==> src/rtl/xw_pipeline_reg.sv <==
// X-to-W pipeline register with W-to-X forwarding detect
// and free-running cycle / retired-instruction counters.
module xw_pipeline_reg #(
  parameter int         DWIDTH     = 32,
  parameter logic [1:0] WB_SEL_RST = 2'd1
) (
  input  logic              clk,
  input  logic              rst,
  input  logic              stall_i,
  input  logic              flush_i,
  input  logic              valid_x,
  input  logic              reg_we_x,
  input  logic [1:0]        wb_sel_x,
  input  logic [4:0]        rd_x,
  input  logic [4:0]        rs1_x,
  input  logic [4:0]        rs2_x,
  input  logic [DWIDTH-1:0] alu_out_x,
  input  logic [DWIDTH-1:0] pc_x,
  output logic              valid_w,
  output logic              reg_we_w,
  output logic [1:0]        wb_sel_w,
  output logic [4:0]        rd_w,
  output logic [DWIDTH-1:0] alu_out_w,
  output logic [DWIDTH-1:0] pc4_w,
  output logic              fwd_a_o,
  output logic              fwd_b_o,
  input  logic              cnt_clr_i,
  output logic [DWIDTH-1:0] cycle_cnt_o,
  output logic [DWIDTH-1:0] instret_cnt_o
);

  logic              valid_q, valid_d;
  logic              we_q, we_d;
  logic [1:0]        sel_q, sel_d;
  logic [4:0]        rd_q, rd_d;
  logic [DWIDTH-1:0] alu_q, alu_d;
  logic [DWIDTH-1:0] pc4_q, pc4_d;
  logic [DWIDTH-1:0] cyc_q, cyc_d;
  logic [DWIDTH-1:0] ret_q, ret_d;
  logic              w_live;

  // W-stage next state: flush beats stall, stall holds
  always_comb begin
    valid_d = valid_q;
    we_d    = we_q;
    sel_d   = sel_q;
    rd_d    = rd_q;
    alu_d   = alu_q;
    pc4_d   = pc4_q;
    if (flush_i) begin
      valid_d = 1'b0;
      we_d    = 1'b0;
      sel_d   = WB_SEL_RST;
      rd_d    = '0;
      alu_d   = '0;
      pc4_d   = '0;
    end else if (!stall_i) begin
      valid_d = valid_x;
      we_d    = valid_x & reg_we_x;
      sel_d   = wb_sel_x;
      rd_d    = rd_x;
      alu_d   = alu_out_x;
      pc4_d   = pc_x + DWIDTH'(4);
    end
  end

  // Counter next state: clear overrides any increment
  always_comb begin
    cyc_d = cyc_q + DWIDTH'(1);
    ret_d = ret_q;
    if (valid_q && !stall_i) begin
      ret_d = ret_q + DWIDTH'(1);
    end
    if (cnt_clr_i) begin
      cyc_d = '0;
      ret_d = '0;
    end
  end

  // State registers with asynchronous reset
  always_ff @(posedge clk or posedge rst) begin
    if (rst) begin
      valid_q <= 1'b0;
      we_q    <= 1'b0;
      sel_q   <= WB_SEL_RST;
      rd_q    <= '0;
      alu_q   <= '0;
      pc4_q   <= '0;
      cyc_q   <= '0;
      ret_q   <= '0;
    end else begin
      valid_q <= valid_d;
      we_q    <= we_d;
      sel_q   <= sel_d;
      rd_q    <= rd_d;
      alu_q   <= alu_d;
      pc4_q   <= pc4_d;
      cyc_q   <= cyc_d;
      ret_q   <= ret_d;
    end
  end

  // x0 never forwards; a bubble never forwards
  assign w_live  = valid_q & we_q & (rd_q != 5'd0);
  assign fwd_a_o = w_live & (rd_q == rs1_x);
  assign fwd_b_o = w_live & (rd_q == rs2_x);

  assign valid_w       = valid_q;
  assign reg_we_w      = we_q;
  assign wb_sel_w      = sel_q;
  assign rd_w          = rd_q;
  assign alu_out_w     = alu_q;
  assign pc4_w         = pc4_q;
  assign cycle_cnt_o   = cyc_q;
  assign instret_cnt_o = ret_q;

endmodule
==> config.mk <==
export PLATFORM = sky130hd
export DESIGN_NAME = xw_pipeline_reg
export DESIGN_NICKNAME = d
export VERILOG_FILES = /design/src/rtl/xw_pipeline_reg.sv
export SDC_FILE = /design/constraint.sdc
export NUM_CORES = 1
export LEC_CHECK = 0
export CAP_MARGIN = 20
export CORE_AREA = 3 3 147 135
export CTS_BUF_LIST = sky130_fd_sc_hd__clkbuf_16
export CTS_CLUSTER_DIAMETER = 60
export CTS_CLUSTER_SIZE = 10
export DETAILED_ROUTE_END_ITERATION = 7
export DIE_AREA = 0 0 150 138
export PLACE_DENSITY = 0.69
export SYNTH_ARGS = -nofsm -noshare
export SYNTH_HDL_FRONTEND = slang
export SYNTH_SLANG_ARGS = --single-unit
==> constraint.sdc <==
create_clock -name clk -period 4.5 [get_ports clk]
set_input_delay 1.125 -clock clk [delete_from_list [all_inputs] [get_ports clk]]
set_output_delay 1.125 -clock clk [all_outputs]
set_load 0.005 [all_outputs]
==> impl_results.md, run 1 <==
* # rows at 47
* Total Wirelength at 20,400 µm
* Crit path time final at 3.83 ns
* Sw power at 0.758 mW
* # nets final at 1,009
* DRT Pass-1 Iters at 4
* Residual DRC at 0
* Met2 Use GR at 0.310
* Sink Count at 137
* Main area contributors after synthesis: dfrtp_1, mux2i_1, nor2_1
* CP required at 3.38 ns
* Min Hold Slack at 0.523 ns
* Critical path's largest stage delay at 0.55 ns
* CORE AREA at 18,300 µm²
* Vias post-DR at 6,243
* Number of diodes at 0
* Via density per instance at 5.31
* Status: completed
* Synth top area share at 0.491
* Final hold viol count at 0
* Synth area leader: dfrtp_1
* Tot Pwr at 3.27 mW
* Clock power frac at 0.491
* F_max at 261 MHz
* Slew margin rel. at 0.335
* Comb pwr share at 0.109
* Pwr dens at 326 nW/µm²
* CP endpoint kind: output pin
* Gr busiest metal: met2
* Syn nets at 802
* Share of layout cells above drive strength 1 at 0.0613
* Synth warn at 0
* WL/cell at 17.4 µm
* Num CTS Buffers at 17
* Final std cells w/o fill at 1,175
* RSZ-0062 raised after global routing: false
* Commonest cells in the netlist: dfrtp_1, nor2_1, a21oi_1, mux2i_1, clkbuf_1
* Setup_tns at 0 ns
* Area Growth Syn to Fin at 45.1%
* Post-cts resize count at 0
* Syn Area/Cell at 9.75 µm²
* Post-DRT Antenna Nets at 0
* Cells after Synth at 711
* Initial antenna violation count at 1
* Cell variety after synth at 47
* Sequential area share after synthesis at 0.495
* First-pass GRT wire length at 33,000 µm
* HPWL after detailed placement at 14,300 µm
* Internal power at 2.52 mW
* Critical path arrival at 2.70 ns
* Clk_lat worst skew at 0.42 ns
* CTS root buffer: clkbuf_16
* H-tree depth at 4
* Global Route Usage Sum at 0.198
* Die height at 138 µm
* CTS tree: done
* Initial core utilization at 0.378
* Startpoint Class: primary input
* Mapped Area at 6930 µm²
* Post-Place Cells at 1,144
* Count leader, synth: dfrtp_1
* Slew Limit Fails at 0
* Worst Tran Pin Value at 0.998 ns
* Count of flip-flops with a built-in enable after synthesis at 0
* Num ports at 227
* FF-to-FF setup slack at 2.05 ns
* Synth Flop Type: dfrtp_1
* Endpoints failing setup at 0
* Vias in the first global route at 6,142
* Setup Buffers After CTS at 0
* Die ar. at 20,700 µm²
* Crit path max fanout at 1
* Synth async-reset ratio at 1.00
* GPL Wtd Cong at 0.790
* Core Util, Final at 0.548
* First-iteration detailed-routing DRC count at 243
* Worst-path clk slew at 0.06 ns
* CP Cell Sequence: clkdlybuf4s50_1 > xnor2_1 > nand3_1 > nor4_1 > clkdlybuf4s50_1
* Worst path bufs/invs at 2
* Peak VDD IR at 0.000251 V
* Top Family by Delay on Critical Path: buffers and inverters
* Critical path class: primary input to output pin
* Overflow left after global routing at 0
* Largest net degree at the start of global routing at 69
* Critical Path Most Common Cell: clkdlybuf4s50_1
* Max-cap check violation count at 0
* Class of the worst hold path: flip-flop to flip-flop
* PortBufs at 226
* Cts hold-fix bufs at 0
* Switching Fraction at 0.231
* Leak at 4.02 nW
* Final Cycle Share at 0.850
* Die Wd at 150 µm
* Slowest-stage cell, CP: clkdlybuf4s50_1
* Max clock buf depth at 2
* Met3 Usage GRT at 0.0939
* Flop pwr share at 0.400
* Worst Skew at 0.00807 ns
* GR Util met1 at 0.252
* Register bit total from synthesis at 137
==> metrics by stage <==
| step | area, µm² | setup WS, ns |
|---|---|---|
| CTS | 10100 | 0.657 |
| global route | 10100 | 0.558 |
| global placement | 9380 | 0.668 |
| finish | 10100 | 0.674 |
| detailed placement | 9380 | 0.692 |
| floorplan | 6930 | 1.56 |
==> area by class of cell <==
cell class / count / area [µm²]
Fill cell: 1685 / 8300
Sequential cell: 137 / 3430
Multi-Input combinational cell: 510 / 3250
Timing Repair Buffer: 234 / 2320
Clock buffer: 17 / 425
Tap cell: 245 / 307
Clock inverter: 14 / 243
Inverter: 18 / 71.3
==> worst reg2reg max path, cell delays in order, from the launching register on <==
cell	delay, ns
dfrtp_1	0.44
ha_1	0.31
nand2_1	0.11
or4_1	0.76
or4_1	0.59
a21oi_1	0.16
==> cells by family (layout without fill, tap and decap cells) <==
kind of cell             after synthesis  after routing  synth area share
adder cells (fa/ha/maj)                3              3           0.00542
AND/OR/NAND/NOR                      292            292             0.224
AO/OA/AOI/OAI                        127            127             0.121
XOR/XNOR                              43             43            0.0544
buffers and inverters                 64            283            0.0356
multiplexers                          45             45            0.0654
flip-flops                           137            137             0.495
==> path summary, 6_finish.rpt <==
check                                         start  cells past startpoint                         to
max                                        rs1_x[4]                      5                    fwd_a_o
min                            pc4_w[1]$_DFFE_PP0P_                      2       pc4_w[1]$_DFFE_PP0P_
max reg2reg                cycle_cnt_o[0]$_DFF_PP0_                      5  cycle_cnt_o[20]$_DFF_PP0_
min reg2reg                    pc4_w[1]$_DFFE_PP0P_                      2       pc4_w[1]$_DFFE_PP0P_
max in group asynchronous                       rst                      3    wb_sel_w[0]$_DFFE_PP1P_
min in group asynchronous                       rst                      2  alu_out_w[23]$_DFFE_PP0P_
==> placed cells by master (no fill, tap or decap), types with 6 or more instances in the layout <==
cell / netlist / final
a211oi_1: 12 / 12
a21oi_1: 43 / 43
a311oi_1: 12 / 12
and3_1: 8 / 8
and4_1: 10 / 10
buf_4: 0 / 8
bufinv_16: 0 / 6
clkbuf_16: 0 / 17
clkdlybuf4s50_1: 0 / 223
dfrtp_1: 136 / 136
inv_1: 18 / 17
mux2i_1: 43 / 43
nand2_1: 30 / 30
nand3_1: 27 / 27
nand4_1: 21 / 21
nor2_1: 102 / 102
nor2b_1: 8 / 8
nor3_1: 11 / 11
nor4_1: 10 / 10
o21ai_0: 17 / 17
o31ai_1: 28 / 28
or3_1: 16 / 16
or4_1: 33 / 33
xnor2_1: 26 / 26
xor2_1: 17 / 17
==> metal layers <==
metal	vias to the layer above	wire, µm
li1	3012	-
met1	3009	8790
met2	211	9380
met3	9	2100
met4	2	140
met5	-	9
==> state kept, by name, summed over array words and instances (netlist names) <==
signal	cells
alu_out_w	32
cycle_cnt_o	32
instret_cnt_o	32
pc4_w	32
rd_w	5
wb_sel_w	2
reg_we_w	1
valid_w	1
==> power groups by stage <==
stage | combinational [mW] | sequential [mW] | clock (mW)
2_1_floorplan | 0.140 | 1.33 | 0
3_3_place_gp | 0.358 | 1.33 | 0
3_5_place_dp | 0.360 | 1.33 | 0
4_1_cts | 0.362 | 1.31 | 1.64
5_1_grt | 0.392 | 1.32 | 1.70
6_report | 0.356 | 1.31 | 1.61
(Power assumes the default switching activity.)
==> run 2: changes to the inputs <==
Settings changed: ABC_CLOCK_PERIOD_IN_PS set to 4500.
==> results of run 2 <==
No change in the layout: final DEF, timing and power equal those of run 1.
==> run 3: changes to the inputs <==
Settings changed: DONT_BUFFER_PORTS set to 1, PLACE_DENSITY 0.69 to 0.49.
==> impl_results.md, run 3 (synthesized netlist as in run 1, its figures left out) <==
* Comb pwr share at 0.044 (was 0.109)
* Post-Place Cells at 914 (was 1,144)
* Post-DRT Antenna Nets at 0 (unchanged)
* Setup_tns at 0 ns (unchanged)
* Worst-path clk slew at 0.06 ns (about the same)
* Die Wd at 150 µm (unchanged)
* Area Growth Syn to Fin at 12.0% (was 45.1%)
* PortBufs at 0 (was 226)
* First-iteration detailed-routing DRC count at 253 (was 243)
* Hold Path End: pc4_w[2]$_DFFE_PP0P_ (was pc4_w[1]$_DFFE_PP0P_)
* Clk_lat worst skew at 0.42 ns (about the same)
* HPWL after detailed placement at 12,700 µm (was 14,300 µm)
* Final std cells w/o fill at 946 (was 1,175)
* Peak VDD IR at 0.000216 V (was 0.000251 V)
* Worst R2R Path Depth at 5 (unchanged)
* Hold path start: pc4_w[2]$_DFFE_PP0P_ (was pc4_w[1]$_DFFE_PP0P_)
* RR Startpoint: cycle_cnt_o[0]$_DFF_PP0_ (unchanged)
* Leak at 3.16 nW (was 4.02 nW)
* Global Route Usage Sum at 0.178 (was 0.198)
* CTS tree: done (unchanged)
* Fill count at 1,793 (was 1,685)
* CP required at 3.38 ns (about the same)
* Max-cap check violation count at 0 (unchanged)
* Total Wirelength at 18,200 µm (was 20,400 µm)
* Status: completed (unchanged)
* Vias in the first global route at 5,465 (was 6,142)
* Crit path time final at 2.92 ns (was 3.83 ns)
* Number of diodes at 0 (unchanged)
* Share of layout cells above drive strength 1 at 0.0713 (was 0.0613)
* FF-to-FF setup slack at 1.96 ns (was 2.05 ns)
* Vias post-DR at 5,386 (was 6,243)
* Overflow left after global routing at 0 (unchanged)
* Sw power at 0.680 mW (was 0.758 mW)
* Worst Skew at 0.00914 ns (was 0.00807 ns)
* Final Cycle Share at 0.648 (was 0.850)
* Via density per instance at 5.69 (was 5.31)
* # rows at 47 (unchanged)
* Tot Pwr at 3.06 mW (was 3.27 mW)
* Min Hold Slack at 0.548 ns (was 0.523 ns)
* First-pass GRT wire length at 29,800 µm (was 33,000 µm)
* Crit path max fanout at 5 (was 1)
* Initial core utilization at 0.378 (unchanged)
* CTS root buffer: clkbuf_16 (unchanged)
* GPL Wtd Cong at 0.807 (was 0.790)
* Largest net degree at the start of global routing at 74 (was 69)
* Final hold viol count at 0 (unchanged)
* Most frequent cells in the layout: dfrtp_1, nor2_1, a21oi_1, mux2i_1, or4_1 (was clkdlybuf4s50_1, dfrtp_1, nor2_1)
* Pwr dens at 394 nW/µm² (was 326 nW/µm²)
* Min-Delay Path Depth at 2 (unchanged)
* Die height at 138 µm (unchanged)
* Endpoints failing setup at 0 (unchanged)
* Slew Limit Fails at 0 (unchanged)
* Residual DRC at 0 (unchanged)
* Switching Fraction at 0.222 (was 0.231)
* Commonest non-fill, non-tap cell in the layout: dfrtp_1 (was clkdlybuf4s50_1)
* Cts hold-fix bufs at 0 (unchanged)
* CORE AREA at 18,300 µm² (unchanged)
* RSZ-0062 raised after global routing: false (unchanged)
* Worst reg2reg endpoint: cycle_cnt_o[20]$_DFF_PP0_ (unchanged)
* Clock power frac at 0.524 (was 0.491)
* Sink Count at 137 (unchanged)
* WL/cell at 19.3 µm (was 17.4 µm)
* Critical path class: flip-flop to output pin (was primary input to output pin)
* Core Util, Final at 0.423 (was 0.548)
* H-tree depth at 4 (unchanged)
* Num ports at 227 (unchanged)
* Setup Buffers After CTS at 0 (unchanged)
* Internal power at 2.38 mW (was 2.52 mW)
* DRT Pass-1 Iters at 5 (was 4)
* Post-cts resize count at 0 (unchanged)
* Flop pwr share at 0.432 (was 0.400)
* Num CTS Buffers at 17 (unchanged)
* Class of the worst hold path: flip-flop to flip-flop (unchanged)
* CP endpoint kind: output pin (unchanged)
* Worst Tran Pin Value at 0.777 ns (was 0.998 ns)
* Startpoint Class: flip-flop (was primary input)
* Max clock buf depth at 2 (unchanged)
* Critical path arrival at 1.79 ns (was 2.70 ns)
* Die ar. at 20,700 µm² (unchanged)
* F_max at 343 MHz (was 261 MHz)
* # nets final at 779 (was 1,009)
* Slew margin rel. at 0.477 (was 0.335)
* Initial antenna violation count at 0 (was 1)
run 3: worst max-delay path: stages, from the launching register on:
cell and delay [ns]:
dfrtp_1 0.47, or4_1 0.53, o211ai_1 0.24, nor4_1 0.13
run 3: stage by stage:
stage / area, µm² / setup WS [ns]
2_1_floorplan: 6930 / 1.56
3_3_place_gp: 7090 / 1.43
3_5_place_dp: 7090 / 1.36
4_1_cts: 7760 / 1.52
5_1_grt: 7760 / 1.48
6_report: 7760 / 1.58
run 3: layout make-up:
type | count | area, µm² | area share
multi-input combinational | 510 | 3250 | 0.419
inverter | 18 | 71.3 | 0.00919
tap | 245 | 307 | 0.0395
clock inverter | 15 | 248 | 0.0319
clock buffer | 17 | 425 | 0.0548
sequential | 137 | 3430 | 0.442
timing repair buffer | 4 | 30.0 | 0.00387
run 3: worst max path at each step:
| stage | start | slack [ns] | to |
|---|---|---|---|
| 5_1_grt | rd_w[2]$_DFFE_PP0P_ | 1.48 | fwd_a_o |
| 3_5_place_dp | pc_x[2] | 1.36 | pc4_w[28]$_DFFE_PP0P_ |
| 6_report | rd_w[2]$_DFFE_PP0P_ | 1.58 | fwd_a_o |
| 2_1_floorplan | pc_x[2] | 1.56 | pc4_w[24]$_DFFE_PP0P_ |
| 4_1_cts | rd_w[2]$_DFFE_PP0P_ | 1.52 | fwd_a_o |
| 3_3_place_gp | pc_x[2] | 1.43 | pc4_w[26]$_DFFE_PP0P_ |
run 3: power by group through the flow:
stage	clock [mW]	combinational, mW	sequential, mW
after global routing	1.70	0.157	1.33
after CTS	1.64	0.139	1.32
final	1.60	0.135	1.32
after floorplan	0	0.140	1.33
after detailed placement	0	0.139	1.35
after global placement	0	0.133	1.35
run 3: metal layers:
metal,GRT usage,share of wire
met4,0.0611,0.014
met5,0,0
met1,0.224,0.42
met2,0.277,0.47
met3,0.0753,0.092
